**config.mk**
```make
export PLATFORM = sky130hd
export DESIGN_NAME = imm_stage
export DESIGN_NICKNAME = d
export VERILOG_FILES = /design/src/rtl/imm_pkg.sv /design/src/rtl/imm_decode.sv /design/src/rtl/imm_stage.sv
export SDC_FILE = /design/constraint.sdc
export NUM_CORES = 1
export LEC_CHECK = 0
export ABC_AREA = 1
export CAP_MARGIN = 20
export CORE_MARGIN = 2
export CORE_UTILIZATION = 50
export CTS_BUF_LIST = sky130_fd_sc_hd__clkbuf_4 sky130_fd_sc_hd__clkbuf_8
export DETAILED_ROUTE_END_ITERATION = 8
export PLACE_DENSITY_LB_ADDON = 0.08
export SYNTH_ARGS = -nofsm -noshare
export SYNTH_HDL_FRONTEND = slang
export SYNTH_SLANG_ARGS = --single-unit
```
**constraint.sdc**
```tcl
create_clock -name clk -period 1.9 [get_ports clk]
set_input_delay 0.285 -clock clk [delete_from_list [all_inputs] [get_ports clk]]
set_output_delay 0.285 -clock clk [all_outputs]
set_load 0.05 [all_outputs]
```
**src/rtl/imm_pkg.sv**
```systemverilog
// Shared types and opcode constants for the LEGv8 ID-stage immediate generator.
// Pure declarations, no logic.
package imm_pkg;

  localparam int DATA_W  = 64;
  localparam int INSTR_W = 32;

  typedef enum logic [2:0] {
    FMT_NONE  = 3'd0,
    FMT_I     = 3'd1,
    FMT_D     = 3'd2,
    FMT_CB    = 3'd3,
    FMT_B     = 3'd4,
    FMT_SHIFT = 3'd5
  } imm_fmt_t;

  // B format, opcode in [31:26]
  localparam logic [5:0]  OP_B     = 6'b000101;
  localparam logic [5:0]  OP_BL    = 6'b100101;

  // CB format, opcode in [31:24]
  localparam logic [7:0]  OP_CBZ   = 8'b10110100;
  localparam logic [7:0]  OP_CBNZ  = 8'b10110101;
  localparam logic [7:0]  OP_BCOND = 8'b01010100;

  // D format, opcode in [31:21]
  localparam logic [10:0] OP_LDUR  = 11'b11111000010;
  localparam logic [10:0] OP_STUR  = 11'b11111000000;

  // I format, opcode in [31:22]
  localparam logic [9:0]  OP_ADDI  = 10'b1001000100;
  localparam logic [9:0]  OP_ADDIS = 10'b1011000100;
  localparam logic [9:0]  OP_SUBI  = 10'b1101000100;
  localparam logic [9:0]  OP_SUBIS = 10'b1111000100;
  localparam logic [9:0]  OP_ANDI  = 10'b1001001000;
  localparam logic [9:0]  OP_ORRI  = 10'b1011001000;
  localparam logic [9:0]  OP_EORI  = 10'b1101001000;

  // Shift-immediate (R format with shamt), opcode in [31:21]
  localparam logic [10:0] OP_LSL   = 11'b11010011011;
  localparam logic [10:0] OP_LSR   = 11'b11010011010;

endpackage

```
**src/rtl/imm_decode.sv**
```systemverilog
// Combinational LEGv8 immediate classifier and extender (instr -> imm, fmt).
// Zero latency; no handshake, purely combinational.
module imm_decode
  import imm_pkg::*;
(
  input  logic [INSTR_W-1:0] in_instr,
  output logic [DATA_W-1:0]  imm,
  output imm_fmt_t           fmt
);

  logic [5:0]  op6;
  logic [7:0]  op8;
  logic [9:0]  op10;
  logic [10:0] op11;

  assign op6  = in_instr[31:26];
  assign op8  = in_instr[31:24];
  assign op10 = in_instr[31:22];
  assign op11 = in_instr[31:21];

  // First match wins; branch offsets are word counts, hence the <<2.
  always_comb begin
    imm = '0;
    fmt = FMT_NONE;
    if (op6 == OP_B || op6 == OP_BL) begin
      fmt = FMT_B;
      imm = {{(DATA_W-26){in_instr[25]}}, in_instr[25:0]} << 2;
    end else if (op8 inside {OP_CBZ, OP_CBNZ, OP_BCOND}) begin
      fmt = FMT_CB;
      imm = {{(DATA_W-19){in_instr[23]}}, in_instr[23:5]} << 2;
    end else if (op11 inside {OP_LDUR, OP_STUR}) begin
      fmt = FMT_D;
      imm = {{(DATA_W-9){in_instr[20]}}, in_instr[20:12]};
    end else if (op10 inside {OP_ADDI, OP_ADDIS, OP_SUBI, OP_SUBIS,
                              OP_ANDI, OP_ORRI, OP_EORI}) begin
      fmt = FMT_I;
      imm = {{(DATA_W-12){1'b0}}, in_instr[21:10]};
    end else if (op11 inside {OP_LSL, OP_LSR}) begin
      fmt = FMT_SHIFT;
      imm = {{(DATA_W-6){1'b0}}, in_instr[15:10]};
    end
  end

endmodule

```
**src/rtl/imm_stage.sv**
```systemverilog
// ID-stage immediate generator with registered ID/EX valid/ready hand-off.
// Latency 1 cycle; 2-entry (output + skid) buffer, in_ready comes straight from skid state.
module imm_stage
  import imm_pkg::*;
(
  input  logic               clk,
  input  logic               reset,
  input  logic               flush,
  input  logic [INSTR_W-1:0] in_instr,
  input  logic               in_valid,
  output logic               in_ready,
  output logic [DATA_W-1:0]  out_imm,
  output imm_fmt_t           out_fmt,
  output logic               out_valid,
  input  logic               out_ready
);

  logic [DATA_W-1:0] dec_imm;
  imm_fmt_t          dec_fmt;
  logic [DATA_W-1:0] skid_imm;
  imm_fmt_t          skid_fmt;
  logic              skid_vld;
  logic              in_xfer;
  logic              out_free;

  imm_decode u_decode (
    .in_instr (in_instr),
    .imm      (dec_imm),
    .fmt      (dec_fmt)
  );

  assign in_ready = !skid_vld;
  assign in_xfer  = in_valid && in_ready;
  assign out_free = !out_valid || out_ready;

  always_ff @(posedge clk or negedge reset) begin
    if (!reset) begin
      out_imm   <= '0;
      out_fmt   <= FMT_NONE;
      out_valid <= 1'b0;
      skid_imm  <= '0;
      skid_fmt  <= FMT_NONE;
      skid_vld  <= 1'b0;
    end else if (flush) begin
      out_valid <= 1'b0;
      skid_vld  <= 1'b0;
    end else if (out_free) begin
      // Skid is older than anything arriving now, so it refills the output first.
      if (skid_vld) begin
        out_imm   <= skid_imm;
        out_fmt   <= skid_fmt;
        out_valid <= 1'b1;
        skid_vld  <= 1'b0;
      end else if (in_xfer) begin
        out_imm   <= dec_imm;
        out_fmt   <= dec_fmt;
        out_valid <= 1'b1;
      end else begin
        out_valid <= 1'b0;
      end
    end else if (in_xfer) begin
      skid_imm <= dec_imm;
      skid_fmt <= dec_fmt;
      skid_vld <= 1'b1;
    end
  end

endmodule

```
==> Word level (Yosys, flattened, before mapping) <==
Index checks and enable logic that the tools add are counted.
{ "totals": {"regBits": 136, "input_bits": 37, "output_inout_bits": 69, "elab_cells": 59} }
{ "op_classes": {"n_eq_ne": 16, "mux": 21, "bitwise_logic": 2, "n_reduce_logical": 14} }
{ "ops": {"columns": ["operator", "n"], "rows": [
  ["64-bit 2-to-1 mux", 6],
  ["10-bit == test, second input constant", 7],
  ["11-bit == test, second input constant", 4],
  ["3-bit 2-to-1 mux", 7],
  ["8-bit == test, second input constant", 2],
  ["8-bit by 7-bit == test with 1-bit output, second input constant", 1],
  ["2-bit nonzero test", 4],
  ["1-bit 2-to-1 mux", 7],
  ["7-bit nonzero test", 1],
  ["6-bit by 3-bit == test with 1-bit output, second input constant", 1],
  ["6-bit == test, second input constant", 1],
  ["6-bit 2-to-1 mux", 1],
  ["3-bit AND reduction", 2],
  ["3-bit nonzero test", 2],
  ["1-bit zero test", 2],
  ["1-bit logical OR", 2],
  ["1-bit NOT", 2],
  ["1-bit logical AND", 1]
]} }

==> Depth between registers and ports, before layout <==
Gate-level depths: netlist (run 1).
{ "depth": {"ltp_word": 9, "mapped_depth": 12, "mapped_depth_nobuf": 11} }

==> By module <==
Synthesis (run 1) repeated with hierarchy kept, for this count alone.
{ "unflattened": {"cells_unflattened": 994, "area_unflattened_um2": 7203.2} }
{ "by_module_without_submodules": {"columns": ["mod", "instances", "cells_each", "area_per_inst_um2", "seq_area_each_um2"], "rows": [
  ["imm_stage", 1, 812, 6211.0, 3403.3],
  ["imm_decode", 1, 182, 992.2, 0.0]
]} }

==> Least setup slack after synthesis (run 1) <==
Ideal clock, no wire load.
{ "synth_timing": {"kind": "register -> register", "start": "register out_valid", "end": "register skid_imm[62]", "setup_time_ns": 0.123, "arrival_time_ns": 1.723, "t_required_ns": 1.777, "path_slack_ns": 0.054, "path_stages_with_launch": 11, "path_buffers": 1, "synth_period_minus_slack_ns": 1.846, "cell_sequence": "dfrtp_1 > inv_1 > nor2_4 > inv_2 > nor2_2 > inv_2 > nor3_4 > inv_4 > buf_6 > nand2_1 > nand2_1"} }
{ "synth_via": {"elab_chain_cells": 4} }
{ "synth_rtl": {"columns": ["element", "line", "text"], "rows": [
  ["from (decl)", "imm_stage.sv:14", "output logic out_valid,"],
  ["from (signal assigned)", "imm_stage.sv:40", "out_valid <= 1'b0;"],
  ["from (signal assigned)", "imm_stage.sv:45", "out_valid <= 1'b0;"],
  ["from (signal assigned)", "imm_stage.sv:52", "out_valid <= 1'b1;"],
  ["1-bit zero test", "imm_stage.sv:34", "assign out_free = !out_valid || out_ready;"],
  ["1-bit logical OR", "imm_stage.sv:34", null],
  ["1-bit NOT (no line)", null, null],
  ["3-bit AND reduction (no line)", null, null],
  ["to (signal assigned)", "imm_stage.sv:62", "skid_imm <= dec_imm;"],
  ["to (decl)", "imm_stage.sv:20", "logic [DATA_W-1:0] skid_imm;"]
]} }
No other way between the ends.
A chain may end at the register's enable or synchronous reset.

==> Worst setup path in the final report (run 1) <==
{ "layout_timing": {"start": "register out_fmt[1]", "end": "output out_fmt[1]"} }
{ "layout_rtl": {"columns": ["element", "line", "text"], "rows": [
  ["from (decl)", "imm_stage.sv:13", "output imm_fmt_t out_fmt,"],
  ["from (signal assigned)", "imm_stage.sv:51", "out_fmt <= skid_fmt;"],
  ["from (signal assigned)", "imm_stage.sv:56", "out_fmt <= dec_fmt;"]
]} }
No word-level cell between the ends.

==> reports/metrics.csv, run 1 <==
metric,value,unit
critical path startpoint,out_fmt[1],
final setup vio count,0,
DR pass1 iterations,5,
top cell type's share of synthesized area,41.7,%
CTS tree,done,
clk_lat worst skew,0.34,ns
WL met1,4.76,mm
Syn Inst Count,518,
Reg2Reg Depth,10,
largest net degree at the start of global routing,65,
WHS,0.479,ns
drt drc,0,
I/O pin cnt,106,
via count,3914,
number of antenna diodes,0,
Max IR drop VDD,0.357,mV
ys async rst share,100,%
Congestion Overflow GR,0,
netlist area before placement,0.00384,mm²
critical path endpoint category,output port,
Worst Setup EP,out_fmt[1],
row count,31,
HPWL after DPL,8.61,mm
placed cells,700,
WL met3,658,µm
Synthesized Nets,555,
total wire length,11.6,mm
most common cell in the netlist,nand2_1,
"Seq/Total Area, Yosys",41.7,%
HP Class,reg -> reg,
DIE WIDTH,91.6,µm
Crit path arrival time,1.55,ns
CORE AREA,0.00733,mm²
final-report hold violation count,0,
worst r2r src,out_valid,
critical path class,reg -> out,
worst slew pin tran,0.547,ns
routed via count divided by cell count,5.44,
P_leak,0.00268,µW
WL per Instance,16.2,µm
DR WL met2,5.92,mm
main flop type after synthesis,dfrtp_1,
non-filler instance count after layout,719,
Top delay family on crit path,buffers and inverters,
initial antenna violation count,0,
Sink Count,64,
synth-to-layout area growth,43.4,%
crit-path max FO,2,
max cap viols,0,
Max Slew Vio Count,0,
fmax,546,MHz
Final ANT Viol Nets,0,
vias in the first global route,3924,
clk root buf,clkbuf_8,
CP Depth,1,
setup TNS,0,ns
Layout Skew,0.0126,ns
Reg2Reg Setup Slack,0.31,ns
Tcrit/Tclk final,96.4,%
Worst-path clk slew,0.08,ns
RSZ-0062 raised after global routing,no,
layout net count,652,
Power Total,3760,µW
synth cell count leaders,"nand2_1 (147), dfrtp_1 (64), nor2_1 (41)",
DR top layer,met4,
Startpoint Class,register,
largest cells by area after synthesis,"dfrtp_1 (42%), nand2_1 (14%), buf_4 (7.0%), nand3_1 (4.6%), o21ai_0 (4.2%)",
YS warnings,0,
die height,91.6,µm
count of different cell masters after synthesis,31,
Initial DRC Count,275,
status,completed,
Worst slew margin,63.4,%
starting density of the core,52.4,%
first-pass GRT wire length,18.9,mm
"Cell Chain, Critical Path",clkdlybuf4s50_1,
dominant cell type by area after synthesis,dfrtp_1,
worst r2r dst,skid_imm[0],
pwr dens,683,mW/mm²
CTS Buf Count,9,
CP required,1.62,ns
WP buf/inv,1,
die area,0.00840,mm²
clock buffer depth,2,
Tmin final,1.83,ns
Max H-tree Level,3,
CP max stage cell,clkdlybuf4s50_1,
global placement routability congestion,0.921,
number of synthesized register bits,64,
"slowest stage delay, CP",0.84,ns
number of synthesized flops with an enable pin,0,
count of port buffers added during placement,105,
Total GRT Usage,28.7,%
syn avg cell area,7.41,µm²
layout cell share with drive strength beyond 1,19.4,%
==> cells by family after synthesis <==
| group | Yosys count | share of synthesized area (%) |
|---|---|---|
| compound gates | 93 | 13.3 |
| flops | 64 | 41.7 |
| simple gates | 258 | 29.3 |
| buf+inv | 103 | 15.7 |
==> repair_timing <==
| action | 4_1_cts | 5_1_grt |
|---|---|---|
| hold buffers | 1 | 0 |
| setup buffers | 0 | 2 |
| gates resized for setup | 0 | 3 |
| setup endpoints to repair | 0 | 6 |
| endpoints found under the hold margin | 64 | 0 |
==> worst reg2reg max path, delay by kind of cell (launching register included) <==
kind | cells | cell delay [ns]
AOI/OAI and AO/OA | 1 | 0.08
buffers and inverters | 5 | 0.57
DFF | 1 | 0.35
and+or+nand+nor | 4 | 0.45
==> placed cells by master (no fill, tap or decap), types with 2 or more instances in the layout <==
cell,count
nand2_1,147
clkdlybuf4s50_1,65
dfrtp_1,64
buf_12,43
nor2_1,41
inv_1,35
nand3_1,35
buf_4,35
o21ai_0,32
o21ai_1,31
a21oi_1,18
nor3_1,11
nand4_1,10
clkbuf_8,9
inv_2,6
nor2_2,3
nor2_4,3
nand2_4,3
o211ai_1,3
o211ai_2,3
clkinv_2,3
a31oi_1,2
clkinvlp_4,2
==> flip-flops by register name (all words and copies together), names as in the netlist <==
signal and count:
out_imm 28, skid_imm 28, skid_vld 1, out_fmt 3, out_valid 1, skid_fmt 3
==> layout make-up <==
| type | instances | area, µm² |
|---|---|---|
| Tap cell | 99 | 124 |
| Sequential cell | 64 | 1600 |
| Clock inverter | 7 | 47.5 |
| Fill cell | 521 | 1820 |
| Inverter | 43 | 164 |
| Clock buffer | 9 | 124 |
| Timing Repair Buffer | 146 | 1800 |
| Multi-Input combinational cell | 351 | 1640 |
==> stage by stage <==
step           setup WS [ns]  area, µm²  util [%]
6_report              0.0678       5510      75.1
4_1_cts               0.0435       5480      74.7
2_1_floorplan         0.0544       3840         -
3_5_place_dp          -0.240       5300      72.3
5_1_grt               0.0105       5510      75.1
3_3_place_gp          -0.155       5300      72.3
==> worst min-delay path by stage <==
stage	slack [ns]	from	cells after the start	endpoint
after global placement	0.32	reset	2	out_imm[20]
after detailed placement	0.34	reset	2	out_imm[20]
final	0.48	skid_imm[9]	2	skid_imm[9]
after global routing	0.50	skid_imm[20]	2	skid_imm[20]
after floorplan	-0.01	reset	0	out_fmt[0]
after CTS	0.48	skid_imm[9]	2	skid_imm[9]
==> report_power, final <==
part / switching (µW) / internal [µW] / total [µW] / leakage [µW]
Clock: 579 / 473 / 1050 / 0.0000854
Combinational: 702 / 471 / 1170 / 0.00172
Sequential: 55.3 / 1480 / 1540 / 0.000868
==> layer usage <==
| layer | global-route usage (%) | up-vias |
|---|---|---|
| met2 | 50.3 | 190 |
| met4 | 11.4 | 0 |
| met5 | 0 | - |
| li1 | - | 1834 |
| met3 | 4.11 | 32 |
| met1 | 35.5 | 1858 |
Note: power is estimated with default switching activity, not from simulation.
==> run 2, diff against run 1 <==
Settings changed: REMOVE_ABC_BUFFERS from default to 1.
==> run 2 against run 1 <==
Global-route usage shrank 1.1 points. Via count shrank 2.5%. Register-to-register slack gained 0.08 ns. Sequential cell count is the same. Cell count grew 0.42%. Fmax grew 0.41%. Non-clock buffer count grew 3. Routed wire length shrank 5.5%. Worst setup slack gained 0.0075 ns. Clock skew shrank 0.0063 ns. Critical path depth is the same. Critical path type unchanged. Largest cell class unchanged. Highest routed layer unchanged.
==> reports/metrics.csv, run 2 (same netlist as run 1, synthesis figures left out) <==
metric,value,unit,change
"Cell Chain, Critical Path",clkdlybuf4s50_1,,
pwr dens,712,mW/mm²,+4.3%
count of port buffers added during placement,105,,unchanged
Congestion Overflow GR,0,,unchanged
RSZ-0062 raised after global routing,no,,
row count,31,,unchanged
Combinational Power Share,29.5,%,-1.7 points
fin area,0.00554,mm²,+0.55%
Worst-path clk slew,0.08,ns,about the same
fmax,548,MHz,+0.41%
critical path class,reg -> out,,
CORE AREA,0.00733,mm²,unchanged
worst r2r src,out_valid,,
Post-CTS Setup Bufs,0,,unchanged
worst slew pin tran,0.507,ns,-0.0406 ns
Reg2Reg Depth,10,,unchanged
final setup vio count,0,,unchanged
DR WL met2,5.23,mm,-12%
Sink Count,64,,unchanged
Crit path arrival time,1.54,ns,about the same
DP Area,0.00531,mm²,+0.24%
Startpoint Class,register,,
critical path endpoint category,output port,,
Regs by FF count,"out_imm: 28 flops, skid_imm: 28 flops",,
DR top layer,met4,,
Reg2Reg Setup Slack,0.39,ns,+0.08 ns
Final ANT Viol Nets,0,,unchanged
largest net degree at the start of global routing,65,,unchanged
internal power,2620,µW,+8.3%
clk_lat worst skew,0.35,ns,about the same
"slowest stage delay, CP",0.82,ns,-0.02 ns
Initial DRC Count,218,,-21%
WP buf/inv,1,,unchanged
CP required,1.62,ns,about the same
power share of the clock group,31.5,%,+3.5 points
status,completed,,
Power Total,3940,µW,+4.9%
clock buffer depth,2,,unchanged
number of antenna diodes,0,,unchanged
Layout Skew,0.00630,ns,-0.00626 ns
Max IR drop VDD,0.353,mV,-1.1%
WL per Instance,15.2,µm,-5.9%
CP max stage cell,clkdlybuf4s50_1,,
Switching Share,33.5,%,-2.1 points
clk root buf,clkbuf_8,,
crit-path max FO,2,,unchanged
first-pass GRT wire length,18.4,mm,-2.8%
final-report hold violation count,0,,unchanged
Worst slew margin,66.1,%,+2.7 points
DR pass1 iterations,4,,-1
initial antenna violation count,0,,unchanged
drt drc,0,,unchanged
die area,0.00840,mm²,unchanged
Top delay family on crit path,buffers and inverters,,
Max H-tree Level,3,,unchanged
DIE WIDTH,91.6,µm,unchanged
setup ws final,0.0753,ns,+0.00750 ns
I/O pin cnt,106,,unchanged
CTS tree,done,,
worst r2r dst,skid_imm[24],,
P_leak,0.00271,µW,+1.3%
synth-to-layout area growth,44.2,%,
layout net count,655,,+0.46%
Tmin final,1.82,ns,-0.00750 ns
global placement routability congestion,0.935,,+1.5%
layout cell share with drive strength beyond 1,19.7,%,+0.39 points
sequential share of power,39.0,%,-1.8 points
Total GRT Usage,27.6,%,-1.1 points
Tcrit/Tclk final,96.0,%,-0.39 points
starting density of the core,52.4,%,unchanged
routed via count divided by cell count,5.28,,-2.9%
Max Slew Vio Count,0,,unchanged
die height,91.6,µm,unchanged
"leading cell types in the layout, fill and taps excluded","nand2_1 (147), clkdlybuf4s50_1 (64), dfrtp_1 (64)",,
HPWL after DPL,7.97,mm,-7.5%
CTS Buf Count,9,,unchanged
placed cells,705,,+0.71%
vias in the first global route,3826,,-2.5%
max cap viols,0,,unchanged
total wire length,11.0,mm,-5.5%
DP Worst Slack,-0.225,ns,+0.0144 ns
non-filler instance count after layout,722,,+0.42%
WL met1,4.90,mm,+3.0%
via count,3815,,-2.5%
"commonest non-fill, non-tap cell in the layout",nand2_1,,
Net Sw Power,1320,µW,-1.2%
WL met3,736,µm,+12%
setup TNS,0,ns,unchanged
HP Class,in -> async,,
run 2: changes by cell type in the layout (fill, tap and decap cells not counted):
cell             change
clkbuf_8             +2
dlymetal6s2s_1       +1
buf_4                +5
clkinv_2             -1
clkinv_4             -1
inv_6                -1
buf_12               -2
nand2_4              -1
nand2_2              +1
bufinv_16            +1
clkdlybuf4s50_1      -1
run 2: stage by stage:
step,hold WS [ns],utilization (%)
after global routing,0.497,75.5
after global placement,0.320,72.4
final,0.477,75.5
after detailed placement,0.327,72.4
after CTS,0.475,75.4
after floorplan,-0.0106,-
run 2: worst max-delay path by stage:
stage / depth (start not counted) / endpoint / slack (ns) / startpoint
global placement: 9 / out_imm[19] / -0.13 / in_instr[28]
detailed placement: 10 / out_imm[17] / -0.23 / in_instr[29]
floorplan: 2 / out_imm[62] / -9.97 / out_imm[62]
CTS: 1 / out_imm[7] / 0.002 / out_imm[7]
global route: 11 / out_imm[17] / 0.01 / in_instr[28]
finish: 1 / out_imm[2] / 0.08 / out_imm[2]
run 2: cell type report:
cell class | count | area, µm²
Clock inverter | 5 | 55.1
Clock buffer | 11 | 151
Timing Repair Buffer | 149 | 1800
Multi-Input combinational cell | 351 | 1640
Tap cell | 99 | 124
Fill cell | 533 | 1790
Sequential cell | 64 | 1600
Inverter | 43 | 164
run 2: metal layers:
metal | GRT usage [%] | vias up
met3 | 7.40 | 13
met4 | 7.83 | 0
met2 | 43.9 | 157
li1 | - | 1839
met5 | 0 | -
met1 | 37.1 | 1806
run 2: what timing repair did:
| action | CTS | global route |
|---|---|---|
| resized for setup | 0 | 3 |
| hold buffers | 1 | 0 |
| hold endpoints to repair | 64 | 0 |
| setup endpoints to repair | 0 | 2 |
run 2: power groups by stage:
stage	Sequential (µW)	Clock (µW)	Combinational, µW
after detailed placement	1560	0	1160
after CTS	1540	1250	1170
after floorplan	1900	0	222
after global placement	1560	0	1150
after global routing	1550	1300	1240
final	1540	1240	1170
